==> config.mk <==
export PLATFORM = sky130hd
export DESIGN_NAME = if_stage_flat
export DESIGN_NICKNAME = d
export VERILOG_FILES = /design/src/rtl/if_stage_if.sv /design/src/rtl/if_stage.sv /design/src/flat_wrapper.sv
export SDC_FILE = /design/constraint.sdc
export NUM_CORES = 1
export LEC_CHECK = 0
export ABC_AREA = 0
export CORE_MARGIN = 5
export CORE_UTILIZATION = 42
export CTS_CLUSTER_DIAMETER = 120
export DETAILED_ROUTE_END_ITERATION = 10
export HOLD_SLACK_MARGIN = 0.15
export PLACE_DENSITY = 0.87
export SETUP_SLACK_MARGIN = 0.2
export SYNTH_ARGS = -nofsm -noshare
export SYNTH_HDL_FRONTEND = slang
export SYNTH_SLANG_ARGS = --single-unit
==> constraint.sdc <==
create_clock -name clk -period 2.95 [get_ports clk]
set_input_delay 0.885 -clock clk [delete_from_list [all_inputs] [get_ports clk]]
set_output_delay 0.885 -clock clk [all_outputs]
set_load 0.005 [all_outputs]
==> src/rtl/if_stage_if.sv <==
// Fetch-stage bundle: control from the hazard/branch logic, the IMEM port and the IF/ID view.
// The master modport is the fetch stage; the slave modport is its environment.
interface if_stage_if #(
    parameter int unsigned PC_WIDTH    = 8,
    parameter int unsigned INSTR_WIDTH = 32,
    parameter int unsigned CNT_WIDTH   = 16
);
    logic                   if_stall;
    logic                   if_flush;
    logic                   if_redirect;
    logic [PC_WIDTH-1:0]    if_redirect_pc;
    logic [INSTR_WIDTH-1:0] if_imem_instr;
    logic [PC_WIDTH-1:0]    if_imem_pc;
    logic [PC_WIDTH-1:0]    id_pc;
    logic [PC_WIDTH-1:0]    id_pc_plus4;
    logic [INSTR_WIDTH-1:0] id_instruction;
    logic                   id_valid;
    logic                   if_halted;
    logic [CNT_WIDTH-1:0]   fetch_count;

    modport master (
        input  if_stall, if_flush, if_redirect, if_redirect_pc, if_imem_instr,
        output if_imem_pc, id_pc, id_pc_plus4, id_instruction, id_valid, if_halted, fetch_count
    );

    modport slave (
        output if_stall, if_flush, if_redirect, if_redirect_pc, if_imem_instr,
        input  if_imem_pc, id_pc, id_pc_plus4, id_instruction, id_valid, if_halted, fetch_count
    );
endinterface

==> src/rtl/if_stage.sv <==
// Instruction-fetch stage: owns the PC, feeds IMEM and fills the IF/ID register.
// Handles stall, flush, redirect, a HALT state and a retired-fetch counter.
module if_stage #(
    parameter int unsigned             PC_WIDTH    = 8,
    parameter int unsigned             INSTR_WIDTH = 32,
    parameter logic [PC_WIDTH-1:0]     RESET_PC    = '0,
    parameter logic [INSTR_WIDTH-1:0]  HALT_WORD   = '1,
    parameter int unsigned             CNT_WIDTH   = 16
) (
    input  logic        clk,
    input  logic        rst,
    if_stage_if.master  bus
);
    typedef enum logic {S_RUN = 1'b0, S_HALT = 1'b1} state_t;

    state_t                 r_state, w_state_nxt;
    logic [PC_WIDTH-1:0]    r_pc, w_pc_nxt;
    logic [PC_WIDTH-1:0]    r_id_pc, w_id_pc_nxt;
    logic [PC_WIDTH-1:0]    r_id_pc_plus4, w_id_pc_plus4_nxt;
    logic [INSTR_WIDTH-1:0] r_id_instr, w_id_instr_nxt;
    logic                   r_id_valid, w_id_valid_nxt;
    logic [CNT_WIDTH-1:0]   r_cnt, w_cnt_nxt;

    logic [PC_WIDTH-1:0]    w_pc_inc;
    logic [PC_WIDTH-1:0]    w_target;
    logic                   w_kill;
    logic                   w_halted;

    assign w_pc_inc = r_pc + PC_WIDTH'(4);
    assign w_target = bus.if_redirect_pc & ~PC_WIDTH'(3);
    assign w_kill   = bus.if_flush | bus.if_redirect;
    assign w_halted = (r_state == S_HALT);

    // Next PC, IF/ID contents and state; stall is ignored while halted.
    always_comb begin
        w_state_nxt       = r_state;
        w_pc_nxt          = r_pc;
        w_id_pc_nxt       = r_id_pc;
        w_id_pc_plus4_nxt = r_id_pc_plus4;
        w_id_instr_nxt    = r_id_instr;
        w_id_valid_nxt    = r_id_valid;
        w_cnt_nxt         = r_cnt;

        if (bus.if_redirect) begin
            w_pc_nxt = w_target;
        end else if (!w_halted && !bus.if_stall) begin
            w_pc_nxt = w_pc_inc;
        end

        if (w_kill || w_halted) begin
            w_id_valid_nxt = 1'b0;
            w_id_instr_nxt = '0;
        end else if (!bus.if_stall) begin
            w_id_pc_nxt       = r_pc;
            w_id_pc_plus4_nxt = w_pc_inc;
            w_id_instr_nxt    = bus.if_imem_instr;
            w_id_valid_nxt    = 1'b1;
            w_cnt_nxt         = r_cnt + CNT_WIDTH'(1);
        end

        case (r_state)
            S_RUN: begin
                if (!w_kill && !bus.if_stall && bus.if_imem_instr == HALT_WORD)
                    w_state_nxt = S_HALT;
            end
            S_HALT: begin
                if (bus.if_redirect)
                    w_state_nxt = S_RUN;
            end
            default: w_state_nxt = S_RUN;
        endcase
    end

    always_ff @(posedge clk or posedge rst) begin
        if (rst) begin
            r_state       <= S_RUN;
            r_pc          <= RESET_PC;
            r_id_pc       <= '0;
            r_id_pc_plus4 <= '0;
            r_id_instr    <= '0;
            r_id_valid    <= 1'b0;
            r_cnt         <= '0;
        end else begin
            r_state       <= w_state_nxt;
            r_pc          <= w_pc_nxt;
            r_id_pc       <= w_id_pc_nxt;
            r_id_pc_plus4 <= w_id_pc_plus4_nxt;
            r_id_instr    <= w_id_instr_nxt;
            r_id_valid    <= w_id_valid_nxt;
            r_cnt         <= w_cnt_nxt;
        end
    end

    assign bus.if_imem_pc     = r_pc;
    assign bus.id_pc          = r_id_pc;
    assign bus.id_pc_plus4    = r_id_pc_plus4;
    assign bus.id_instruction = r_id_instr;
    assign bus.id_valid       = r_id_valid;
    assign bus.if_halted      = w_halted;
    assign bus.fetch_count    = r_cnt;
endmodule
==> src/flat_wrapper.sv <==
// flat-port wrapper written by rule: the top's interface ports become plain ports
module if_stage_flat 
#(
    parameter int unsigned             PC_WIDTH    = 8,
    parameter int unsigned             INSTR_WIDTH = 32,
    parameter logic [PC_WIDTH-1:0]     RESET_PC    = '0,
    parameter logic [INSTR_WIDTH-1:0]  HALT_WORD   = '1,
    parameter int unsigned             CNT_WIDTH   = 16
)
  (clk, rst, bus_if_stall, bus_if_flush, bus_if_redirect, bus_if_redirect_pc, bus_if_imem_instr, bus_if_imem_pc, bus_id_pc, bus_id_pc_plus4, bus_id_instruction, bus_id_valid, bus_if_halted, bus_fetch_count);
  if_stage_if #(.PC_WIDTH(PC_WIDTH), .INSTR_WIDTH(INSTR_WIDTH), .CNT_WIDTH(CNT_WIDTH)) bus_i ();
  input  logic clk;
  input  logic rst;
  input wire logic [$bits(bus_i.if_stall)-1:0] bus_if_stall;
  input wire logic [$bits(bus_i.if_flush)-1:0] bus_if_flush;
  input wire logic [$bits(bus_i.if_redirect)-1:0] bus_if_redirect;
  input wire logic [$bits(bus_i.if_redirect_pc)-1:0] bus_if_redirect_pc;
  input wire logic [$bits(bus_i.if_imem_instr)-1:0] bus_if_imem_instr;
  output wire logic [$bits(bus_i.if_imem_pc)-1:0] bus_if_imem_pc;
  output wire logic [$bits(bus_i.id_pc)-1:0] bus_id_pc;
  output wire logic [$bits(bus_i.id_pc_plus4)-1:0] bus_id_pc_plus4;
  output wire logic [$bits(bus_i.id_instruction)-1:0] bus_id_instruction;
  output wire logic [$bits(bus_i.id_valid)-1:0] bus_id_valid;
  output wire logic [$bits(bus_i.if_halted)-1:0] bus_if_halted;
  output wire logic [$bits(bus_i.fetch_count)-1:0] bus_fetch_count;
  assign bus_i.if_stall = bus_if_stall;
  assign bus_i.if_flush = bus_if_flush;
  assign bus_i.if_redirect = bus_if_redirect;
  assign bus_i.if_redirect_pc = bus_if_redirect_pc;
  assign bus_i.if_imem_instr = bus_if_imem_instr;
  assign bus_if_imem_pc = bus_i.if_imem_pc;
  assign bus_id_pc = bus_i.id_pc;
  assign bus_id_pc_plus4 = bus_i.id_pc_plus4;
  assign bus_id_instruction = bus_i.id_instruction;
  assign bus_id_valid = bus_i.id_valid;
  assign bus_if_halted = bus_i.if_halted;
  assign bus_fetch_count = bus_i.fetch_count;
  if_stage #(.PC_WIDTH(PC_WIDTH), .INSTR_WIDTH(INSTR_WIDTH), .RESET_PC(RESET_PC), .HALT_WORD(HALT_WORD), .CNT_WIDTH(CNT_WIDTH)) u_core (.clk(clk), .rst(rst), .bus(bus_i));
endmodule
* Word level (Yosys, flattened, before mapping)
Cells that the tools add are included.
** Word-level totals
- Input port bits :: 45
- Word-level logic and storage cells :: 33
- Output and inout port bits :: 74
- Bits in registers :: 74
** Operators by class
- Bitwise logic cells :: 4
- Reductions and logical operators :: 9
- Mux-type cells :: 9
- $add $sub $neg :: 2
- Equality and inequality tests :: 2
** Operator list (number)
- 2-to-1 mux 32 bit :: 2
- == test 32 bit (second input constant) :: 1
- adder 16 x 1 -> 16 bit (second input constant) :: 1
- 2-to-1 mux 8 bit :: 2
- adder 8 x 3 -> 8 bit (second input constant) :: 1
- 2-to-1 mux 1 bit :: 4
- logical AND 1 bit :: 3
- logical NOT 1 bit :: 3
- NOT 1 bit :: 3
- inequality test 2 x 1 -> 1 bit (second input constant) :: 1
- one-hot mux 1 bit (2 select lines) :: 1
- AND reduction 2 bit :: 1
- nonzero test 2 bit :: 1
- logical OR 1 bit :: 1
- OR 1 bit :: 1

* Depth between registers and ports, before layout
Gate-level depths: netlist of run 1.
- Depth after elaboration :: 6
- Depth in mapped cells :: 5
- Mapped depth without buffers :: 5

* Worst setup path after synthesis of run 1
OpenSTA, ideal clock, no wires.
- Kind :: input to register
- From :: input port bus_if_redirect
- To :: register u_core.r_cnt[1] (netlist: u_core.bus.fetch_count[1])
- Stages on the path :: 3
- Arrival :: 1.870 ns
- Buffers on the path :: 1
- Setup slack :: 0.955 ns
- Setup time :: 0.125 ns
- Required time :: 2.825 ns
- Cells stage by stage :: nor4_4 clkbuf_1 mux2_2
** Between the ends
- Longest elaborated chain between the ends :: 4
** RTL lines
- start, declared :: RTL line flat_wrapper.sv:16 : input wire logic [$bits(bus_i.if_redirect)-1:0] bus_if_redirect;
- OR 1 bit :: RTL line if_stage.sv:31 : assign w_kill = bus.if_flush | bus.if_redirect;
- logical OR 1 bit :: RTL line if_stage.sv:50 : if (w_kill || w_halted) begin
- NOT 1 bit (no line)
- AND reduction 2 bit (no line)
- end signal, assigned :: RTL line if_stage.sv:90 : r_cnt <= w_cnt_nxt;
- end, declared :: RTL line if_stage.sv:22 : logic [CNT_WIDTH-1:0] r_cnt, w_cnt_nxt;
Every way passes these cells.
A chain may end at the register's enable or synchronous reset.

* Worst setup path after layout of run 1
- From :: input port bus_if_flush
- To :: register u_core.r_cnt[12] (netlist: u_core.bus.fetch_count[12])
** Between the ends
- Longest elaborated chain between the ends :: 4
** RTL lines
- start, declared :: RTL line flat_wrapper.sv:15 : input wire logic [$bits(bus_i.if_flush)-1:0] bus_if_flush;
- OR 1 bit :: RTL line if_stage.sv:31
- logical OR 1 bit :: RTL line if_stage.sv:50
- NOT 1 bit (no line)
- AND reduction 2 bit (no line)
Every way passes these cells.

==> results of run 1 <==
[flip-flops by register name, indices dropped and copies added (netlist names)]
signal and flops:
u_core.bus.fetch_count 16, u_core.bus.id_instruction 32, u_core.bus.id_pc 6, u_core.bus.id_pc_plus4 6, u_core.bus.id_valid 1, u_core.bus.if_halted 1, u_core.bus.if_imem_pc 6
[synth_stat cells, drive strengths merged, types with 7 or more instances]
cell and instances:
mux2 8, o21ai 7, nand3 9, xor2 14
nand4 13, a22o 32, inv 7, xnor2 10
buf 11, nand2 10, dfrtp 68, nor2 9
[how the worst min path moves through the flow]
stage	start	depth (start not counted)	slack, ns	to
floorplan	u_core.bus.fetch_count[15]	1	0.46	u_core.bus.fetch_count[15]
global placement	u_core.bus.fetch_count[15]	1	0.46	u_core.bus.fetch_count[15]
detailed placement	u_core.bus.fetch_count[15]	1	0.46	u_core.bus.fetch_count[15]
CTS	u_core.bus.fetch_count[15]	1	0.47	u_core.bus.fetch_count[15]
global route	u_core.bus.fetch_count[15]	1	0.50	u_core.bus.fetch_count[15]
finish	u_core.bus.fetch_count[15]	1	0.46	u_core.bus.fetch_count[15]
[logic make-up after synthesis]
group                    after synthesis  synth area share
flip-flops                            68             0.600
AND/OR/NAND/NOR                       55             0.113
AO/OA/AOI/OAI                         44             0.121
XOR/XNOR                              24            0.0742
buffers and inverters                 24            0.0419
multiplexers                          10            0.0389
adder cells (fa/ha/maj)                2           0.00883
other                                  1           0.00132
[layout make-up]
| cell class | count | area, µm² |
|---|---|---|
| clock buffer | 11 | 131 |
| clock inverter | 5 | 52.6 |
| sequential | 68 | 1700 |
| fill | 538 | 2430 |
| timing repair buffer | 119 | 1190 |
| tap | 80 | 100 |
| multi-input combinational | 141 | 1040 |
| inverter | 7 | 26.3 |
[power by group through the flow]
stage	clock network, mW	logic, mW	registers (mW)
after floorplan	0	0.168	1.13
after global placement	0	0.466	1.13
after detailed placement	0	0.481	1.14
after CTS	0.748	0.483	1.12
after global routing	0.788	0.519	1.14
final	0.725	0.474	1.12
[layout by cell type, fill, tap and decap left out, types with 2 or more instances in the layout]
cell type / n
sky130_fd_sc_hd__clkdlybuf4s50_1: 110
sky130_fd_sc_hd__dfrtp_1: 68
sky130_fd_sc_hd__a22o_1: 32
sky130_fd_sc_hd__xor2_1: 14
sky130_fd_sc_hd__nand4_1: 12
sky130_fd_sc_hd__nand2_1: 10
sky130_fd_sc_hd__xnor2_1: 10
sky130_fd_sc_hd__nand3_1: 9
sky130_fd_sc_hd__nor2_1: 9
sky130_fd_sc_hd__clkbuf_8: 9
sky130_fd_sc_hd__mux2_2: 8
sky130_fd_sc_hd__o21ai_0: 7
sky130_fd_sc_hd__buf_4: 7
sky130_fd_sc_hd__inv_1: 6
sky130_fd_sc_hd__conb_1: 6
sky130_fd_sc_hd__a21oi_1: 4
sky130_fd_sc_hd__nor3_1: 3
sky130_fd_sc_hd__clkinv_2: 3
sky130_fd_sc_hd__and3_1: 2
sky130_fd_sc_hd__mux2i_1: 2
sky130_fd_sc_hd__nor4_1: 2
sky130_fd_sc_hd__or3_1: 2
sky130_fd_sc_hd__ha_1: 2
sky130_fd_sc_hd__clkbuf_1: 2
sky130_fd_sc_hd__buf_12: 2
[per-layer routing]
metal | track usage | vias to the layer above | routed length, µm
met5 | 0 | - | 0
met2 | 0.285 | 81 | 3550
met1 | 0.221 | 1077 | 2970
li1 | - | 1046 | -
met3 | 0.0476 | 14 | 481
met4 | 0.0718 | 0 | 144
[stage by stage]
step | std cells | hold slack, ns
6_report | 431 | 0.464
5_1_grt | 431 | 0.496
2_1_floorplan | 233 | 0.465
3_5_place_dp | 415 | 0.457
3_3_place_gp | 415 | 0.457
4_1_cts | 431 | 0.471
==> out/metrics.csv, run 1 <==
metric,value,unit
sum of overflow across all layers after global routing,0,
fraction of synthesized cell area taken by the top area cell type,0.600,
slowest CP cell,sky130_fd_sc_hd__clkdlybuf4s50_1,
internal portion of total power,1.72,mW
Setup CP Type,input pin to flip-flop,
routed via count,2218,
largest voltage drop on the vdd net,0.331,mV
count of unique library cells instantiated by Yosys,29,
width of the die,92.1,µm
outcome,completed,
part of the total power dissipated in the clock network,0.313,
switching portion of total power,0.258,
Post-DRT Antenna Nets,0,
number of nets in the layout,393,
cells resized by post-CTS repair,0,
final worst path period share,0.815,
Worst Setup EP,u_core.bus.fetch_count[12],
flip-flop cell with the highest count after synthesis,sky130_fd_sc_hd__dfrtp_1,
clock sink count,68,
"setup slack, reg-to-reg",1.17,ns
mean instance size in the synthesized netlist,12.4,µm²
CP Max Fanout,4,
time the worst path needs with I/O delays and setup,2.40,ns
via count of the first global-routing pass,2339,
initial antenna violation count,0,
die area,8490,µm²
number of detailed-routing iterations run before antenna repair,4,
final design area excluding fillers,4250,µm²
power per unit of standard cell area,546,nW/µm²
origin of the critical flop-to-flop path,u_core.bus.if_halted,
number of cells on the critical path,5,
Antenna Cells,0,
Post-DP HPWL,5.48,mm
# Post-CTS Setup Buffers,0,
routability congestion estimate from global placement,0.827,
combinational share of power,0.204,
worst setup path startpoint,bus_if_flush,
critical register-to-register path endpoint,u_core.bus.fetch_count[12],
gate count of the mapped netlist,228,
DRT Wirelength,7.14,mm
RSZ-0062 raised after global routing,false,
Critical Path Sink Type,flip-flop,
IO buf count,110,
net switching power,598,µW
number of synthesis warnings,0,
TritonCTS clock tree,done,
level count of the clock H-tree,3,
part of the Yosys area used for sequential elements,0.600,
cell taking the most area after synthesis,sky130_fd_sc_hd__dfrtp_1,
share of async-settable or async-resettable flops after synthesis,1.00,
critical path required time,3.20,ns
number of buffers on the longest clock path,2,
cts hold-fix bufs,0,
Crit path buffers/inverters,1,
core box area,6680,µm²
"CP delay by family, top",simple AND/OR/NAND/NOR gates,
"Reg clk slew, reported paths",0.07,ns
kind of start point of the critical path,input pin,
setup ws final,0.546,ns
Max Fclk,416,MHz
number of DRC violations after detailed routing,0,
fin. max-slew vios,0,
cell types with the largest area share after synthesis,"sky130_fd_sc_hd__dfrtp_1, sky130_fd_sc_hd__a22o_1, sky130_fd_sc_hd__xor2_1",
"flops & latches, synth",68,
Final TNS setup,0,ns
Leakage Power,1.85,nW
all-layer global routing usage,0.175,
sequential power share,0.483,
number of vias per cell,5.15,
fraction of layout cells with a size suffix above 1,0.103,
Worst Hold Class,flip-flop to flip-flop,
total number of placement rows,30,
Final Hold Fails,0,
placed standard-cell area,4060,µm²
cell-by-cell trace of the critical path,"clkdlybuf4s50_1, nor4_4, nand4_1, nor3_1, xor2_1",
largest net degree at the start of global routing,34,
root buffer cell,sky130_fd_sc_hd__clkbuf_8,
routed len/inst,16.6,µm
clock skew after layout,0.00661,ns
Placement Setup Slack,0.195,ns
number of buffers created by CTS,9,
number of max-cap violations,0,
Area Overhead vs Synth,49.8,%
DRC marker count from the first detailed-route iteration,71,
CP peak stage delay,0.52,ns
count of boundary I/O pins,119,
Layout Utilization,0.636,
arrival time at the worst endpoint,2.65,ns
global-route wire length before repair,11.7,mm
chip height,92.1,µm
Final setup viols,0,
number of synthesized flops with an enable pin,0,
post-route total power,2.32,mW
count of cells along the worst register-to-register path,4,
clk_lat worst skew,0.33,ns
Post-Syn Area,2830,µm²
starting utilization of the core area,0.424,
Note: power is estimated with default switching activity, not from simulation.
==> run 2: changes to the inputs <==
CORE_UTILIZATION = 38   (was 42)
PLACE_DENSITY = 0.84   (was 0.87)
clock period = 2.05 ns   (was 2.95 ns; I/O delays follow)
==> run 2 against run 1 <==
Effect of this change: final area grew 8.5%; cell count grew 11%; core utilization is essentially flat; register-to-register slack lost 0.72 ns; combinational power grew 79%; clock-buffer cell count is the same; total power grew 42%; critical endpoint is now bus_id_instruction[20]; largest cell class unchanged.
==> out/metrics.csv, run 2 (synthesized netlist as in run 1, its figures left out) <==
metric,value,unit,change
largest voltage drop on the vdd net,0.377,mV,+14%
routability congestion estimate from global placement,0.773,,-6.5%
internal portion of total power,2.45,mW,+42%
all-layer global routing usage,0.175,,-0.000722
arrival time at the worst endpoint,1.19,ns,-1.46 ns
routed via count,2365,,+6.6%
combinational share of power,0.257,,+0.053
chip height,96.4,µm,+4.6%
cts hold-fix bufs,0,,unchanged
initial antenna violation count,0,,unchanged
part of the total power dissipated in the clock network,0.270,,-0.043
Min Hold Slack,0.497,ns,+0.0334 ns
global-route wire length before repair,12.3,mm,+5.5%
fin. max-slew vios,0,,unchanged
clock sink count,68,,unchanged
"leading cell type in the layout, fill and taps excluded",sky130_fd_sc_hd__clkdlybuf4s50_1,,
"flip-flop count of the largest register, all copies and words added",32,,unchanged
sequential power share,0.473,,-0.010
TritonCTS clock tree,done,,
Post-DP HPWL,5.62,mm,+2.5%
power per unit of standard cell area,715,nW/µm²,+31%
time the worst path needs with I/O delays and setup,1.81,ns,
cell-by-cell trace of the critical path,clkdlybuf4s50_1,,
Final setup viols,0,,unchanged
setup ws final,0.244,ns,-0.302 ns
kind of start point of the critical path,flip-flop,,
total number of placement rows,31,,+3.3%
number of detailed-routing iterations run before antenna repair,4,,unchanged
RSZ-0062 raised after global routing,false,,
Worst Hold Depth,1,,unchanged
die area,9290,µm²,+9.4%
switching portion of total power,0.257,,-0.000914
largest net degree at the start of global routing,69,,+100%
"CP delay by family, top",buffers and inverters,,
"Reg clk slew, reported paths",0.07,ns,about the same
Crit path buffers/inverters,1,,unchanged
number of DRC violations after detailed routing,0,,unchanged
Final Hold Fails,0,,unchanged
Final TNS setup,0,ns,unchanged
Worst Hold Class,flip-flop to flip-flop,,
slowest CP cell,sky130_fd_sc_hd__clkdlybuf4s50_1,,
number of cells on the critical path,1,,-4
fraction of layout cells with a size suffix above 1,0.177,,+0.0747
final worst path period share,0.881,,
IO buf count,110,,unchanged
root buffer cell,sky130_fd_sc_hd__clkbuf_8,,
starting utilization of the core area,0.391,,-0.0334
width of the die,96.4,µm,+4.6%
DRC marker count from the first detailed-route iteration,97,,+37%
Antenna Cells,0,,unchanged
core box area,7250,µm²,+8.6%
Post-DRT Antenna Nets,0,,unchanged
Setup CP Type,flip-flop to primary output,,
clock skew after layout,0.00789,ns,+0.00128 ns
sum of overflow across all layers after global routing,0,,unchanged
number of nets in the layout,422,,+7.4%
number of vias per cell,4.96,,-3.7%
via count of the first global-routing pass,2496,,+6.7%
Area Overhead vs Synth,62.6,%,
Max Fclk,554,MHz,
routed len/inst,16.7,µm,+1.0%
clk_lat worst skew,0.32,ns,about the same
number of max-cap violations,0,,unchanged
DRT Wirelength,7.99,mm,+12%
number of buffers created by CTS,9,,unchanged
Critical Path Sink Type,primary output,,
Layout Utilization,0.635,,about the same
Placement Setup Slack,-0.316,ns,-0.511 ns
count of boundary I/O pins,119,,unchanged
outcome,completed,,
count of cells along the worst register-to-register path,6,,+2
CP Max Fanout,2,,-2
post-route total power,3.29,mW,+42%
net switching power,846,µW,+42%
Leakage Power,2.57,nW,+39%
CP peak stage delay,0.52,ns,about the same
number of buffers on the longest clock path,2,,unchanged
highest-count cells in the layout ignoring fill and taps,"sky130_fd_sc_hd__clkdlybuf4s50_1, sky130_fd_sc_hd__dfrtp_1, sky130_fd_sc_hd__dlymetal6s2s_1, sky130_fd_sc_hd__buf_4, sky130_fd_sc_hd__a22o_1",,
critical path required time,1.43,ns,-1.77 ns
level count of the clock H-tree,3,,unchanged
==> run 2: cell count changes in the layout (fill, tap and decap cells not counted), sizes merged <==
cell / previous run / this run
buf: 9 / 37
dlymetal6s2s: 0 / 37
clkdlybuf4s50: 110 / 69
clkbuf: 11 / 12
inv: 7 / 6
bufinv: 1 / 0
dlygate4sd2: 0 / 4
==> run 2: power groups by stage <==
stage | clock (mW) | sequential, mW | combinational [mW]
2_1_floorplan | 0 | 1.62 | 0.242
3_3_place_gp | 0 | 1.62 | 0.698
3_5_place_dp | 0 | 1.63 | 0.724
4_1_cts | 0.931 | 1.56 | 0.849
5_1_grt | 0.994 | 1.58 | 0.915
6_report | 0.891 | 1.56 | 0.847
==> run 2: layout make-up <==
cell class,count,area (µm²)
fill,570,2650
timing repair buffer,148,1540
tap,99,124
inverter,7,30.0
clock inverter,3,15.0
sequential,68,1700
clock buffer,11,141
multi-input combinational,141,1050
==> run 2: final timing paths <==
| path | startpoint | to | slack, ns |
|---|---|---|---|
| min | u_core.bus.fetch_count[13] | u_core.bus.fetch_count[13] | 0.50 |
| max reg2reg | u_core.bus.if_halted | u_core.bus.fetch_count[8] | 0.45 |
| min in group asynchronous | rst | u_core.bus.fetch_count[10] | 0.75 |
| max | u_core.bus.id_instruction[20] | bus_id_instruction[20] | 0.24 |
| max in group asynchronous | rst | u_core.bus.if_imem_pc[2] | 1.01 |
| min reg2reg | u_core.bus.fetch_count[13] | u_core.bus.fetch_count[13] | 0.50 |
==> run 2: stage by stage <==
step                      cell area (µm²)  instances
after floorplan                      2860        233
after global placement               4160        441
after detailed placement             4160        441
after CTS                            4440        471
after global routing                 4610        477
final                                4610        477
==> run 2: per-layer routing <==
layer  part of all wire  vias to the layer above  routed length [µm]  global-route usage
met4              0.014                        0                 112              0.0631
met5                  0                        -                   0                   0
met2               0.52                       81                4160               0.290
met3              0.070                       11                 563              0.0508
li1                   -                     1104                   -                   -
met1               0.39                     1169                3150               0.216
==> run 2: timing repair <==
action                     in CTS  in global routing
cloned                          0                  1
resized for setup               7                 40
setup endpoints to repair      76                 44
setup buffers                  16                  5
pin swaps                       2                  2
==> RTL change 1, RTL diff (flow settings as in run 2) <==
`PC_WIDTH` is set to 8 in 3 places; all go to 12.
--- a/src/rtl/if_stage_if.sv
+++ b/src/rtl/if_stage_if.sv
@@ -3,3 +3,3 @@
 interface if_stage_if #(
-    parameter int unsigned PC_WIDTH    = 8,
+    parameter int unsigned PC_WIDTH    = 12,
     parameter int unsigned INSTR_WIDTH = 32,
--- a/src/rtl/if_stage.sv
+++ b/src/rtl/if_stage.sv
@@ -3,3 +3,3 @@
 module if_stage #(
-    parameter int unsigned             PC_WIDTH    = 8,
+    parameter int unsigned             PC_WIDTH    = 12,
     parameter int unsigned             INSTR_WIDTH = 32,
--- a/src/flat_wrapper.sv
+++ b/src/flat_wrapper.sv
@@ -3,3 +3,3 @@
 #(
-    parameter int unsigned             PC_WIDTH    = 8,
+    parameter int unsigned             PC_WIDTH    = 12,
     parameter int unsigned             INSTR_WIDTH = 32,
Ports: changed (resized bus_id_pc, bus_id_pc_plus4, bus_if_imem_pc and bus_if_redirect_pc); port bits go from 119 to 135. The function was not compared with the original's and may differ.
==> RTL change 1 against run 2 <==
  * Power is 27% higher
  * Critical endpoint is now bus_id_instruction[24]
  * Hold slack got worse by 0.019 ns
  * Die area grew 18%
  * Critical path type unchanged
  * Utilization up 0.28 points
  * Via count up 28%
  * Largest cell class unchanged
  * Area after synthesis increased by 20%
  * Sequential cell count increased by 12
  * Setup slack worse by 0.036 ns
  * Highest routed layer is now met5
  * Wire length up 26%
  * Final area grew 21%
==> RTL change 1: results (changes against run 2) <==
Number of flip-flops in the largest register: 32 (unchanged)
Vias per cell: 4.97 (+0.18%)
Skew final: 0.0125 ns (+0.00459 ns)
Crit path from: u_core.bus.id_instruction[24]
Mux share of post-synthesis cell area: 0.00293 (-0.0359)
First-pass GRT wire length: 16,200 um (+32%)
Most instantiated cells after synthesis: 80 x dfrtp_1, 65 x nand2_1, 32 x a22o_1
Compound-Gate Fraction of Synth Area: 0.114 (-0.00733)
Adder-Cell Fraction of Synth Area: 0.00734 (-0.00149)
Psw: 0.00107 W (+27%)
Initial drt markers: 76 (-22%)
Share of layout cells above drive strength 1: 0.185 (+0.00801)
Run status: finished clean
XOR/XNOR share of the synthesized area: 0.0822 (+0.00800)
Layout net count: 549 (+30%)
Max VDD drop: 380 uV (+0.97%)
Register area share after synthesis: 0.587 (-0.0135)
Static leakage power: 3.14 nW (+22%)
DRC errors left: 0 (unchanged)
Beginning of the worst hold path: u_core.bus.id_pc[8]
Dpl ws: -0.330 ns (-0.0143 ns)
Clock transition at the registers of the reported paths: 0.09 ns (+0.02 ns)
Total GRT Usage: 0.181 (+0.00597)
Antenna violations before repair: 1 (+1)
Placed Area: 0.00489 sq mm (+18%)
Largest net degree at the start of global routing: 37 (-46%)
DP HPWL: 6830 um (+21%)
GP Congestion: 0.754 (-2.5%)
Distinct cells, synth: 26 (-10%)
Clk Latency, worst-skew pair: 0.34 ns (+0.02 ns)
Avg WL per Cell: 16.5 um (-1.6%)
Input/output buffers: 126 (+15%)
Vias in the first global route: 3,180 (+27%)
Ranking of synthesized cells by area: dfrtp_1 59%, a22o_1 8.2%, nand2_1 7.2%
-- RTL change 1: cell types whose count changed in the layout (fill, tap and decap cells not counted), sizes merged, moves of 4 or more --
cell / before / now
a21oi: 4 / 0
buf: 37 / 62
clkdlybuf4s50: 69 / 47
dfrtp: 68 / 80
dlygate4sd2: 4 / 42
mux2: 8 / 0
nand2: 10 / 65
o21ai: 7 / 20
xnor2: 10 / 23
xor2: 14 / 9
-- RTL change 1: layer usage --
metal | GRT usage | wire length (um) | share of wire
met5 | 0 | 13 | 0.0013
met4 | 0.0548 | 98 | 0.0097
met3 | 0.0543 | 615 | 0.061
met2 | 0.305 | 5170 | 0.51
met1 | 0.223 | 4150 | 0.41
-- RTL change 1: kinds of logic after synthesis --
group	Yosys count
and+or+nand+nor	119
DFF	80
AOI/OAI and AO/OA	53
xor gates and xnor gates	32
buffers and inverters	30
adders and majority gates	2
other	1
muxes	1
-- RTL change 1: path summary, 6_finish.rpt --
check / cells past startpoint / slack, ns / endpoint
setup / recovery: 1 / 0.21 / bus_id_instruction[24]
hold / removal: 2 / 0.48 / u_core.bus.id_pc[8]
setup reg to reg: 7 / 0.30 / u_core.bus.if_imem_pc[7]
hold reg to reg: 2 / 0.48 / u_core.bus.id_pc[8]
max in group asynchronous: 3 / 0.93 / u_core.bus.if_imem_pc[3]
min in group asynchronous: 3 / 0.68 / u_core.bus.id_instruction[23]
-- RTL change 1: stage by stage --
stage               instances   util
global route              610  0.638
floorplan                 323      -
CTS                       601  0.619
finish                    610  0.638
detailed placement        553  0.561
global placement          553  0.561
-- RTL change 1: area by class of cell --
| cell class | instances | area, sq um |
|---|---|---|
| inverters | 5 | 22.5 |
| clock inverters | 5 | 106 |
| fillers | 698 | 3160 |
| repair buffers | 189 | 1820 |
| multi-input cells | 213 | 1340 |
| clock buffers | 10 | 128 |
| well taps | 108 | 135 |
| flip-flops and latches | 80 | 2010 |
-- RTL change 1: worst min-delay path: stages, from the launching register on --
cell and delay [ns]:
dfrtp_1 0.34, nand2_1 0.05, nand2_1 0.06
-- RTL change 1: timing repair --
item                                    4_1_cts  5_1_grt
pin swaps                                     4        2
endpoints found under the setup margin      116       42
resized for setup                            58       38
endpoints found under the hold margin         0        0
cloned                                        1        0
setup buffers                                32        9
-- RTL change 1: power groups by stage --
| stage | Clock (W) | Combinational [W] | Sequential [W] |
|---|---|---|---|
| detailed placement | 0 | 0.000835 | 0.00192 |
| global placement | 0 | 0.000815 | 0.00191 |
| floorplan | 0 | 0.000295 | 0.00191 |
| global route | 0.00146 | 0.00106 | 0.00185 |
| finish | 0.00137 | 0.000968 | 0.00183 |
| CTS | 0.00140 | 0.000972 | 0.00183 |
==> RTL change 2, RTL diff (settings of run 2) <==
Made on the original files. `r_id_instr` no longer has a reset.
--- a/src/rtl/if_stage.sv
+++ b/src/rtl/if_stage.sv
@@ -79,3 +79,2 @@
             r_id_pc_plus4 <= '0;
-            r_id_instr    <= '0;
             r_id_valid    <= 1'b0;
@@ -87,3 +86,2 @@
             r_id_pc_plus4 <= w_id_pc_plus4_nxt;
-            r_id_instr    <= w_id_instr_nxt;
             r_id_valid    <= w_id_valid_nxt;
@@ -91,2 +89,6 @@
         end
+    end
+
+    always_ff @(posedge clk) begin
+        r_id_instr <= w_id_instr_nxt;
     end
Function: changed (Yosys sat finds a counterexample within 4 cycles, from zero or initial values and one cycle with rst high).
==> RTL change 2 against run 2 <==
  * Hold slack gained 0.0018 ns
  * Register-to-register slack lost 0.02 ns
  * Synthesized cell count grew 14%
  * Highest routed layer unchanged
  * Area after synthesis shrank 1.1%
  * Sequential cell count is the same
  * Critical path depth is the same
  * Power grew 7.4%
  * Largest cell class unchanged
  * Wire length grew 1.0%
  * Final area shrank 0.16%
  * Die area shrank 1.0%
  * Setup slack lost 0.015 ns
  * Global-route usage grew 0.61 points
==> RTL change 2: results (changes against run 2) <==
Crit path from: u_core.bus.id_pc_plus4[5]
Avg WL per Cell: 15.8 um (-5.5%)
GP Congestion: 0.790 (+2.1%)
Ys async rst share: 0.529 (-0.471)
Share of layout cells above drive strength 1: 0.187 (+0.0101)
Final Hold Fails: 0 (unchanged)
Distinct cells, synth: 26 (-10%)
Beginning of the worst hold path: u_core.bus.id_instruction[7]
Most instantiated cells after synthesis: 42 x nor2_1, 36 x dfrtp_1, 34 x mux2i_1
Static leakage power: 2.50 nW (-2.7%)
Clock buffer count from CTS: 9 (unchanged)
Largest net degree at the start of global routing: 37 (-46%)
Clock Tree Buf Depth: 2 (unchanged)
Layout net count: 453 (+7.3%)
Total GRT Usage: 0.181 (+0.00611)
Clk Latency, worst-skew pair: 0.34 ns (+0.02 ns)
Adder-Cell Fraction of Synth Area: 0.00893 (+0.000103)
Yosys warns: 0 (unchanged)
Largest family of logic cells by synthesized area: multiplexers
Initial drt markers: 52 (-46%)
Via count: 2,450 (+3.6%)
Register area share after synthesis: 0.550 (-0.0502)
DP HPWL: 5840 um (+3.9%)
Run status: finished clean
Worst EP arrival: 1.21 ns (+0.02 ns)
Dpl ws: -0.283 ns (+0.0327 ns)
Mux share of post-synthesis cell area: 0.154 (+0.115)
Max VDD drop: 547 uV (+45%)
First-pass GRT wire length: 12,600 um (+2.5%)
XOR/XNOR share of the synthesized area: 0.0750 (+0.000861)
Drt pass-1 iters: 4 (unchanged)
Fill cell count: 572 (+0.35%)
Compound-Gate Fraction of Synth Area: 0.0214 (-0.100)
Skew final: 0.00742 ns (-0.000471 ns)
Vias in the first global route: 2,653 (+6.3%)
Crit path max-delay family: buffers and inverters
Ranking of synthesized cells by area: dfrtp_1 32%, dfxtp_1 23%, mux2i_1 12%
Sw Share: 0.263 (+0.00572)
==> RTL change 2: cell types whose count changed in the layout (fill, tap and decap cells not counted), moves of 3 or more <==
cell,run 2,this run
nand3_1,9,6
dlygate4sd2_1,4,9
nor2_1,9,42
dfrtp_2,1,7
dfrtp_1,67,29
clkdlybuf4s50_1,69,65
mux2i_1,2,34
dfxtp_1,0,32
a22o_1,32,0
==> RTL change 2: logic make-up after synthesis <==
group                      count (synthesis)
adders and majority gates                  2
DFF                                       68
xor gates and xnor gates                  24
muxes                                     42
and+or+nand+nor                           87
buffers and inverters                     23
other                                      1
AOI/OAI and AO/OA                         12
==> RTL change 2: path summary, 6_finish.rpt <==
| check | depth (start not counted) | slack, ns | endpoint |
|---|---|---|---|
| max | 1 | 0.23 | bus_id_pc_plus4[5] |
| min | 2 | 0.50 | u_core.bus.id_instruction[7] |
| max reg2reg | 5 | 0.43 | u_core.bus.fetch_count[1] |
| min reg2reg | 2 | 0.50 | u_core.bus.id_instruction[7] |
| max in group asynchronous | 3 | 1.02 | u_core.bus.fetch_count[0] |
| min in group asynchronous | 3 | 0.67 | u_core.bus.id_valid |
==> RTL change 2: routing by layer <==
metal | wire, um | track usage
met5 | 0 | 0
met2 | 3980 | 0.315
met3 | 941 | 0.0821
met4 | 104 | 0.0746
met1 | 3040 | 0.188
==> RTL change 2: repair_timing <==
item | in CTS | in global routing
endpoints found under the setup margin | 31 | 53
resized for setup | 21 | 38
setup buffers | 22 | 5
pin swaps | 0 | 5
==> RTL change 2: cell type report <==
cell class | instances | area [sq um] | area share
multi-input cells | 173 | 1210 | 0.262
inverters | 6 | 22.5 | 0.00490
well taps | 99 | 124 | 0.0269
flip-flops and latches | 68 | 1550 | 0.337
clock inverters | 5 | 58.8 | 0.0128
repair buffers | 148 | 1490 | 0.323
clock buffers | 11 | 151 | 0.0329
==> RTL change 2: power groups by stage <==
stage	clock network (W)	registers (W)	logic, W
2_1_floorplan	0	0.00162	0.000254
3_3_place_gp	0	0.00162	0.000692
3_5_place_dp	0	0.00164	0.000713
4_1_cts	0.00118	0.00155	0.000855
5_1_grt	0.00124	0.00157	0.000919
6_report	0.00114	0.00155	0.000844
==> RTL change 2: stage by stage <==
stage | std cells | instance area (sq um)
after global placement | 467 | 4060
after CTS | 505 | 4460
after global routing | 510 | 4600
final | 510 | 4600
after detailed placement | 467 | 4060
after floorplan | 264 | 2820
